**src/rtl/pulse_input_conditioner_pkg.sv**
```systemverilog
// pulse_cond_pkg: width helpers and legal parameter ranges for the pulse input conditioner.
package pulse_cond_pkg;

    localparam int NCH_MIN      = 1;
    localparam int NCH_MAX      = 8;
    localparam int FILT_LEN_MIN = 1;
    localparam int FILT_LEN_MAX = 15;
    localparam int RTC_DIV_MIN  = 1;
    localparam int RTC_DIV_MAX  = 256;

    function automatic int clog2_min1(input int n);
        return (n > 1) ? $clog2(n) : 1;
    endfunction

    function automatic int filt_w(input int filt_len);
        return clog2_min1(filt_len);
    endfunction

    function automatic int pre_w(input int rtc_div);
        return clog2_min1(rtc_div);
    endfunction

    function automatic bit params_ok(input int nch, input int filt_len, input int rtc_div);
        return nch >= NCH_MIN && nch <= NCH_MAX &&
               filt_len >= FILT_LEN_MIN && filt_len <= FILT_LEN_MAX &&
               rtc_div >= RTC_DIV_MIN && rtc_div <= RTC_DIV_MAX;
    endfunction

endpackage

```
**src/rtl/pulse_input_conditioner_input_filter.sv**
```systemverilog
// input_filter: 2-FF synchroniser plus persistence filter; strobes qualified rises and reports rejected glitches.
module input_filter
    import pulse_cond_pkg::*;
#(
    parameter int FILT_LEN = 3
) (
    input  logic i_clk,
    input  logic i_rst_n,
    input  logic i_ena,
    input  logic i_raw,
    output logic o_level,
    output logic o_pulse,
    output logic o_rise,
    output logic o_glitch
);

    localparam int                FILT_W = filt_w(FILT_LEN);
    localparam logic [FILT_W-1:0] LAST   = FILT_W'(FILT_LEN - 1);

    logic              r_s1;
    logic              r_s2;
    logic              r_level;
    logic              r_pulse;
    logic [FILT_W-1:0] r_cnt;
    logic              w_diff;
    logic              w_flip;

    assign w_diff   = r_s2 != r_level;
    assign w_flip   = i_ena && w_diff && r_cnt == LAST;
    assign o_rise   = w_flip && r_s2;
    // a disagreeing run that ends before qualifying is a rejected glitch
    assign o_glitch = i_ena && !w_diff && r_cnt != '0;
    assign o_level  = r_level;
    assign o_pulse  = r_pulse;

    always_ff @(posedge i_clk or negedge i_rst_n) begin
        if (!i_rst_n) begin
            r_s1    <= 1'b0;
            r_s2    <= 1'b0;
            r_level <= 1'b0;
            r_pulse <= 1'b0;
            r_cnt   <= '0;
        end else begin
            r_s1    <= i_raw;
            r_s2    <= r_s1;
            r_pulse <= o_rise;
            if (i_ena) begin
                if (w_flip) begin
                    r_level <= r_s2;
                    r_cnt   <= '0;
                end else begin
                    r_cnt <= w_diff ? r_cnt + 1'b1 : '0;
                end
            end
        end
    end

endmodule

```
**src/rtl/pulse_input_conditioner.sv**
```systemverilog
// pulse_input_conditioner: filters NCH channel inputs and the RTC input into edge strobes,
// prescales RTC rises into rtc_tick and keeps sticky per-input glitch flags.
module pulse_input_conditioner
    import pulse_cond_pkg::*;
#(
    parameter int NCH      = 4,
    parameter int FILT_LEN = 3,
    parameter int RTC_DIV  = 1
) (
    input  logic           i_clk,
    input  logic           i_rst_n,
    input  logic           i_ena,
    input  logic [NCH-1:0] i_ch_in,
    input  logic           i_rtc_in,
    input  logic           i_clr_glitch,
    output logic [NCH-1:0] o_ch_level,
    output logic [NCH-1:0] o_ch_pulse,
    output logic           o_rtc_tick,
    output logic [NCH:0]   o_glitch_flag
);

    localparam int               PRE_W    = pre_w(RTC_DIV);
    localparam logic [PRE_W-1:0] PRE_LAST = PRE_W'(RTC_DIV - 1);

    if (!params_ok(NCH, FILT_LEN, RTC_DIV)) begin : g_bad_params
        $error("pulse_input_conditioner: parameter out of range");
    end

    logic [NCH:0]     w_raw;
    logic [NCH:0]     w_level;
    logic [NCH:0]     w_pulse;
    logic [NCH:0]     w_rise;
    logic [NCH:0]     w_glitch;
    logic             w_unused;
    logic [PRE_W-1:0] r_pcnt;
    logic             r_tick;
    logic [NCH:0]     r_flag;

    // bit NCH of every per-input vector is the RTC path
    assign w_raw = {i_rtc_in, i_ch_in};

    for (genvar i = 0; i <= NCH; i++) begin : g_in
        input_filter #(.FILT_LEN(FILT_LEN)) u_filt (
            .i_clk   (i_clk),
            .i_rst_n (i_rst_n),
            .i_ena   (i_ena),
            .i_raw   (w_raw[i]),
            .o_level (w_level[i]),
            .o_pulse (w_pulse[i]),
            .o_rise  (w_rise[i]),
            .o_glitch(w_glitch[i])
        );
    end

    assign w_unused      = ^{w_level[NCH], w_pulse[NCH], w_rise[NCH-1:0]};
    assign o_ch_level    = w_level[NCH-1:0];
    assign o_ch_pulse    = w_pulse[NCH-1:0];
    assign o_rtc_tick    = r_tick;
    assign o_glitch_flag = r_flag;

    always_ff @(posedge i_clk or negedge i_rst_n) begin
        if (!i_rst_n) begin
            r_pcnt <= '0;
            r_tick <= 1'b0;
            r_flag <= '0;
        end else begin
            r_tick <= w_rise[NCH] && r_pcnt == PRE_LAST;
            if (w_rise[NCH])
                r_pcnt <= (r_pcnt == PRE_LAST) ? '0 : r_pcnt + 1'b1;
            // a glitch seen on the clearing edge survives the clear
            r_flag <= (i_clr_glitch ? '0 : r_flag) | w_glitch;
        end
    end

endmodule

```
**config.mk**
```make
export PLATFORM = sky130hd
export DESIGN_NAME = pulse_input_conditioner
export DESIGN_NICKNAME = d
export VERILOG_FILES = /design/src/rtl/pulse_input_conditioner_pkg.sv /design/src/rtl/pulse_input_conditioner_input_filter.sv /design/src/rtl/pulse_input_conditioner.sv
export SDC_FILE = /design/constraint.sdc
export NUM_CORES = 1
export LEC_CHECK = 0
export CAP_MARGIN = 10
export CELL_PAD_IN_SITES_DETAIL_PLACEMENT = 1
export CELL_PAD_IN_SITES_GLOBAL_PLACEMENT = 1
export CORE_MARGIN = 2
export CORE_UTILIZATION = 46
export DETAILED_ROUTE_END_ITERATION = 8
export PLACE_DENSITY_LB_ADDON = 0.1
export SLEW_MARGIN = 20
export SYNTH_ARGS = -nofsm -noshare
export SYNTH_HDL_FRONTEND = slang
export SYNTH_SLANG_ARGS = --single-unit
```
**constraint.sdc**
```tcl
create_clock -name i_clk -period 3.7 [get_ports i_clk]
set_input_delay 0.74 -clock i_clk [delete_from_list [all_inputs] [get_ports i_clk]]
set_output_delay 0.74 -clock i_clk [all_outputs]
set_load 0.005 [all_outputs]
```
### Word level (Yosys, flattened, before mapping)

Index checks and enable logic that the tools add are counted.

| storage, ports and cells | value |
|---|---|
| register bits after elaboration | 36 |
| bits in latches | 0 |
| bits in writable memories | 0 |
| memory bits (read-only) | 0 |
| bits of input ports | 9 |
| output and inout port bits | 14 |
| word-level logic and storage cells | 98 |
| memories kept | 0 |

| operators by class | value |
|---|---|
| $add $sub $neg | 6 |
| $mul | 0 |
| div/mod/pow operators | 0 |
| $lt $le $gt $ge | 0 |
| equal/unequal tests | 10 |
| shift operators | 0 |
| multiplexer cells | 12 |
| bitwise operators | 2 |
| reduce and logical (&&, ||, !) cells | 41 |

Operators by type and width:

| kind | count |
|---|---|
| $logic_and 1x1->1 | 26 |
| $mux 2 | 10 |
| $add 2x1->2 const B | 5 |
| $eq 2x2->1 const B | 5 |
| $reduce_and 2->1 | 5 |
| $reduce_bool 2->1 | 5 |
| $logic_not 1->1 | 5 |
| $mux 5 | 1 |
| $ne 1x1->1 | 5 |
| $or 5x5->5 | 1 |
| $add 1x1->1 const B | 1 |
| $mux 1 | 1 |
| $not 1->1 | 1 |

### Logic depth before layout (Yosys ltp)

| depth | value |
|---|---|
| depth in word-level cells | 5 |
| mapped depth | 4 |
| gate-level depth less buffers | 4 |

### Cells and area by module

From an unflattened synthesis, not the netlist that was laid out.

| unflattened totals | value |
|---|---|
| cell total of the unflattened synthesis | 115 |
| area total of the unflattened synthesis | 1508.9 sq um |

By module, submodules not included:

| module | instances | cells each | area an instance (sq um) | seq. area each (sq um) |
|---|---|---|---|---|
| input_filter | 5 | 19 | 251.5 | 150.1 |
| pulse_input_conditioner | 1 | 20 | 251.5 | 150.1 |

### Worst setup path after synthesis

Ideal clock, no wire load.

| timing path | value |
|---|---|
| kind | input to register |
| start point | input port i_ena |
| end point | register g_in[0].u_filt.r_level |
| setup time | 0.125 ns |
| arrival | 1.245 ns |
| data required time | 3.575 ns |
| setup slack | 2.330 ns |
| cell stages on the path | 3 |
| buffers on the path | 1 |
| cells stage by stage | buf_6 nand2_1 mux2_2 |

| on the way | value |
|---|---|
| longest elaborated chain between the ends | 3 |

RTL lines:

| element | RTL line | RTL |
|---|---|---|
| start: declaration | pulse_input_conditioner.sv:12 | `input logic i_ena,` |
| $logic_and 1x1->1 (2 in a row) | pulse_input_conditioner_input_filter.sv:29 | `assign w_flip = i_ena && w_diff && r_cnt == LAST;` |
| $reduce_and 2->1 (no source line) * | n/a |  |
| end signal: assignment | pulse_input_conditioner_input_filter.sv:49 | `r_level <= r_s2;` |
| end: declaration | pulse_input_conditioner_input_filter.sv:22 | `logic r_level;` |

Mark *: on every way between the ends. The rest lies on a longest branch, timed or not.
A chain may end at the register's enable or synchronous reset.

### Worst setup path after layout

| timing path | value |
|---|---|
| start point | input port i_ena |
| end point | register g_in[0].u_filt.r_cnt[0] |

| on the way | value |
|---|---|
| longest elaborated chain between the ends | 3 |

RTL lines:

| element | RTL line | RTL |
|---|---|---|
| $logic_and 1x1->1 (2 in a row) | pulse_input_conditioner_input_filter.sv:29 |  |
| $mux 2 | pulse_input_conditioner_input_filter.sv:48 | `if (w_flip) begin` |
| end signal: assignment | pulse_input_conditioner_input_filter.sv:52 | `r_cnt <= w_diff ? r_cnt + 1'b1 : '0;` |
| end: declaration | pulse_input_conditioner_input_filter.sv:24 | `logic [FILT_W-1:0] r_cnt;` |

Several ways; a longest one is shown, not always the timed one.

==> results by group <==
Timing
  – Final count of negative-setup-slack endpoints: 0
  – Layout Skew: 0.00873 ns
  – Final hold violations: 0
  – Total negative slack for setup checks: 0 ns
  – Highest achievable clock rate: 441 MHz
  – Max transition margin: 32.5%
  – Count of pins over their slew limit: 0
  – Measured slew at the worst slew-check pin: 1.01 ns
  – Hold WS: 0.362 ns
  – Final worst setup slack: 1.43 ns
  – Min Clock Period, post-route: 2.27 ns
  – Final worst path period share: 61.2%
  – Unrepaired setup endpoints after global routing: false

Finish
  – Fraction of layout cells with a size suffix above 1: 12.4%
  – Area occupied by multi-input gates: 488 µm²
  – Antenna diode count: 0
  – Final core occ: 57.1%
  – Fill count: 334
  – NumNets Final: 155
  – Final instance area: 1760 µm²
  – FF+latch area: 876 µm²
  – P&R area growth vs syn: 16.2%

Critical path
  – Largest stage delay on the critical path: 1.13 ns
  – Kind of end point of the critical path: register
  – Critical path startpoint category: input pin
  – CP Data Required Time: 3.93 ns
  – Critical path's slowest cell: clkdlybuf4s50_1
  – Path type of the worst setup path: in2reg
  – Source of the critical timing path: i_ena
  – Launching point of the worst reg2reg path: g_in[1].u_filt.r_cnt[0]
  – Crit path cell chain: clkdlybuf4s50_1 -> or3b_2 -> o22ai_1
  – CP Max Fanout: 30
  – Data arrival time of the worst path: 2.50 ns

Clock tree
  – Clock root buffer master: clkbuf_4
  – CTS clk-pin slew, worst paths: 0.10 ns
  – Number of buffers added by the clock tree synthesis step: 5
  – Number of buffers between clock root and the deepest sink: 2
  – H-tree depth reported by CTS: 2
  – PostCTS Resize Cnt: 0
  – Post-CTS Hold Fix Bufs: 0
  – Clock latency of the later-clocked register in the worst-skew pair: 0.33 ns
  – TritonCTS clock tree: done
  – Number of sinks driven by the clock tree: 35
  – Number of post-CTS setup repair buffers: 0

Logic synthesis
  – Dominant combinational cell family by area after synthesis: buffers and inverters
  – Biggest area consumer among synthesized cells: dfrtp_1
  – Flops & latches, synth: 35
  – Post-synthesis async set-or-reset flop share: 100%
  – Unique cell type count in the Yosys netlist: 16
  – Synth Area in Compound Gates: 9.52%
  – Most used standard cell by instance count after synthesis: dfrtp_1
  – Synth Warn #: 0
  – Cells taking the most area after synthesis: dfrtp_1, ha_1, buf_4, inv_1, mux2_2
  – Cell types with the highest counts after synthesis: dfrtp_1, inv_1, ha_1, nand2_1, buf_4
  – Xor and xnor fraction of the mapped netlist area: 2.90%
  – Primary FF master, synth: dfrtp_1
  – Mean Syn Cell Area: 12.9 µm²
  – Portion of the post-synthesis area used by sequential elements: 57.9%
  – Post-synthesis instance total: 117
  – Count of flip-flops with a built-in enable after synthesis: 0
  – Share of synthesized cell area in full adder, half adder and majority cells: 8.28%
  – Portion of netlist area occupied by mux cells: 3.73%
  – Simple-gate share of the synthesized area: 7.86%
  – Share of Yosys cell area claimed by the top area cell type: 57.9%
  – Post-Syn Nets: 136
  – Cell area after technology mapping: 1510 µm²

Power
  – Combinational share of power: 36.4%
  – Clock group share of total power: 16.3%
  – Sequential fraction of design power: 47.3%
  – Total leakage power: 0.788 nW
  – Worst VDD drop: 290 µV
  – Sw Ratio: 31.9%
  – Internal Pwr Total: 0.807 mW
  – Cell area power density: 674 nW/µm²
  – Net switching power of the design: 0.378 mW

Global routing
  – Pin count of the biggest net entering global routing: 36
  – Vias in the first global route: 915
  – First-pass GRT wire length: 3940 µm
  – Antenna violations before repair: 0
  – GR Util All Layers: 14.7%
  – Total overflow reported by the global router: 0

Place
  – Post-detail-place hpwl: 1600 µm
  – Instance area at placement: 1710 µm²
  – Routability-driven placement congestion ratio: 0.647
  – Setup WS pre-CTS: 1.08 ns
  – Number of input and output port buffers inserted: 22

Drt
  – Detail-routed net length per standard cell: 12.8 µm
  – DRC violation total after the first TritonRoute iteration: 22
  – Total via count after detailed routing: 916
  – Mean number of vias per cell: 5.06
  – Post-detailed-routing wire length: 2310 µm
  – Number of remaining DRC errors: 0
  – First-pass iteration count of the detailed router: 4
  – Post-route antenna net violation count: 0

Floorplan
  – Starting Density: 49.1%
  – Overall die area: 3760 µm²
  – Placement row count: 20
  – Core footprint: 3080 µm²
  – Top-Level Pins: 23
  – Y dimension of the die: 61.3 µm
  – Width of the chip: 61.3 µm

Min path
  – Hold Path Class: reg2reg
  – Critical hold path startpoint: g_in[4].u_filt.r_s1

Run status
  – Run status: complete, no violations

Job
  – Count of maximum capacitance violations: 0
[logic make-up after synthesis]
family,Yosys count
AOI/OAI and AO/OA,15
adders and majority gates,10
and+or+nand+nor,20
muxes,5
DFF,35
xor gates and xnor gates,5
buffers and inverters,27
[power by group through the flow]
stage                     Combinational [mW]  Sequential [mW]  Clock [mW]
after floorplan                        0.305            0.554           0
after global placement                 0.416            0.559           0
after detailed placement               0.437            0.569           0
after CTS                              0.440            0.562       0.203
after global routing                   0.492            0.576       0.220
final                                  0.432            0.560       0.193
[layout by cell type (no fill, tap or decap)]
cell type         n
mux2_2            5
a32o_1            5
o22ai_2           3
nor3b_1           5
or3b_1            3
clkbuf_4          5
o32ai_1           5
xnor2_1           5
o22ai_1           2
clkbuf_1          2
clkdlybuf4s50_1  22
dfrtp_1          35
or3b_2            2
ha_1             10
nand2_1          10
buf_4             1
inv_1            16
clkinv_2          1
[worst max-delay path, delay by kind of cell]
family	cells	cell delay, ns
compound gates	1	0.11
simple gates	1	0.50
buf+inv	1	1.13
[final cells by class]
type	instances	area share (%)
Clock buffer	7	2.56
Clock inverter	1	0.285
Inverter	16	3.42
Multi-Input combinational cell	55	27.8
Sequential cell	35	49.9
Tap cell	44	3.13
Timing Repair Buffer	23	13.0
[stage by stage]
stage	std cells	power (mW)
6_report	181	1.18
5_1_grt	181	1.29
4_1_cts	181	1.21
3_5_place_dp	173	1.01
3_3_place_gp	173	0.975
2_1_floorplan	117	0.858
[final timing paths]
kind,cells after the start,slack [ns],endpoint
min in group asynchronous,2,0.81,g_in[1].u_filt.o_level
max in group asynchronous,2,2.58,o_rtc_tick
setup reg to reg,4,2.37,g_in[1].u_filt.r_cnt[0]
hold reg to reg,0,0.36,g_in[4].u_filt.r_s2
setup / recovery,3,1.43,g_in[0].u_filt.r_cnt[0]
hold / removal,0,0.36,g_in[4].u_filt.r_s2
[sequential cells by signal (all words and copies together) (netlist names)]
name	count
g_in.u_filt.r_cnt	10
g_in.u_filt.o_level	5
g_in.u_filt.r_s1	5
g_in.u_filt.r_s2	5
o_glitch_flag	5
g_in.u_filt.o_pulse	4
o_rtc_tick	1
[per-layer routing]
layer | global-route usage (%) | up-vias | share of wire (%)
li1 | - | 428 | -
met1 | 17.1 | 465 | 43
met2 | 24.6 | 18 | 51
met3 | 4.41 | 5 | 3.8
met4 | 7.45 | 0 | 1.7
met5 | 0 | - | 0
(Power assumes the default switching activity.)
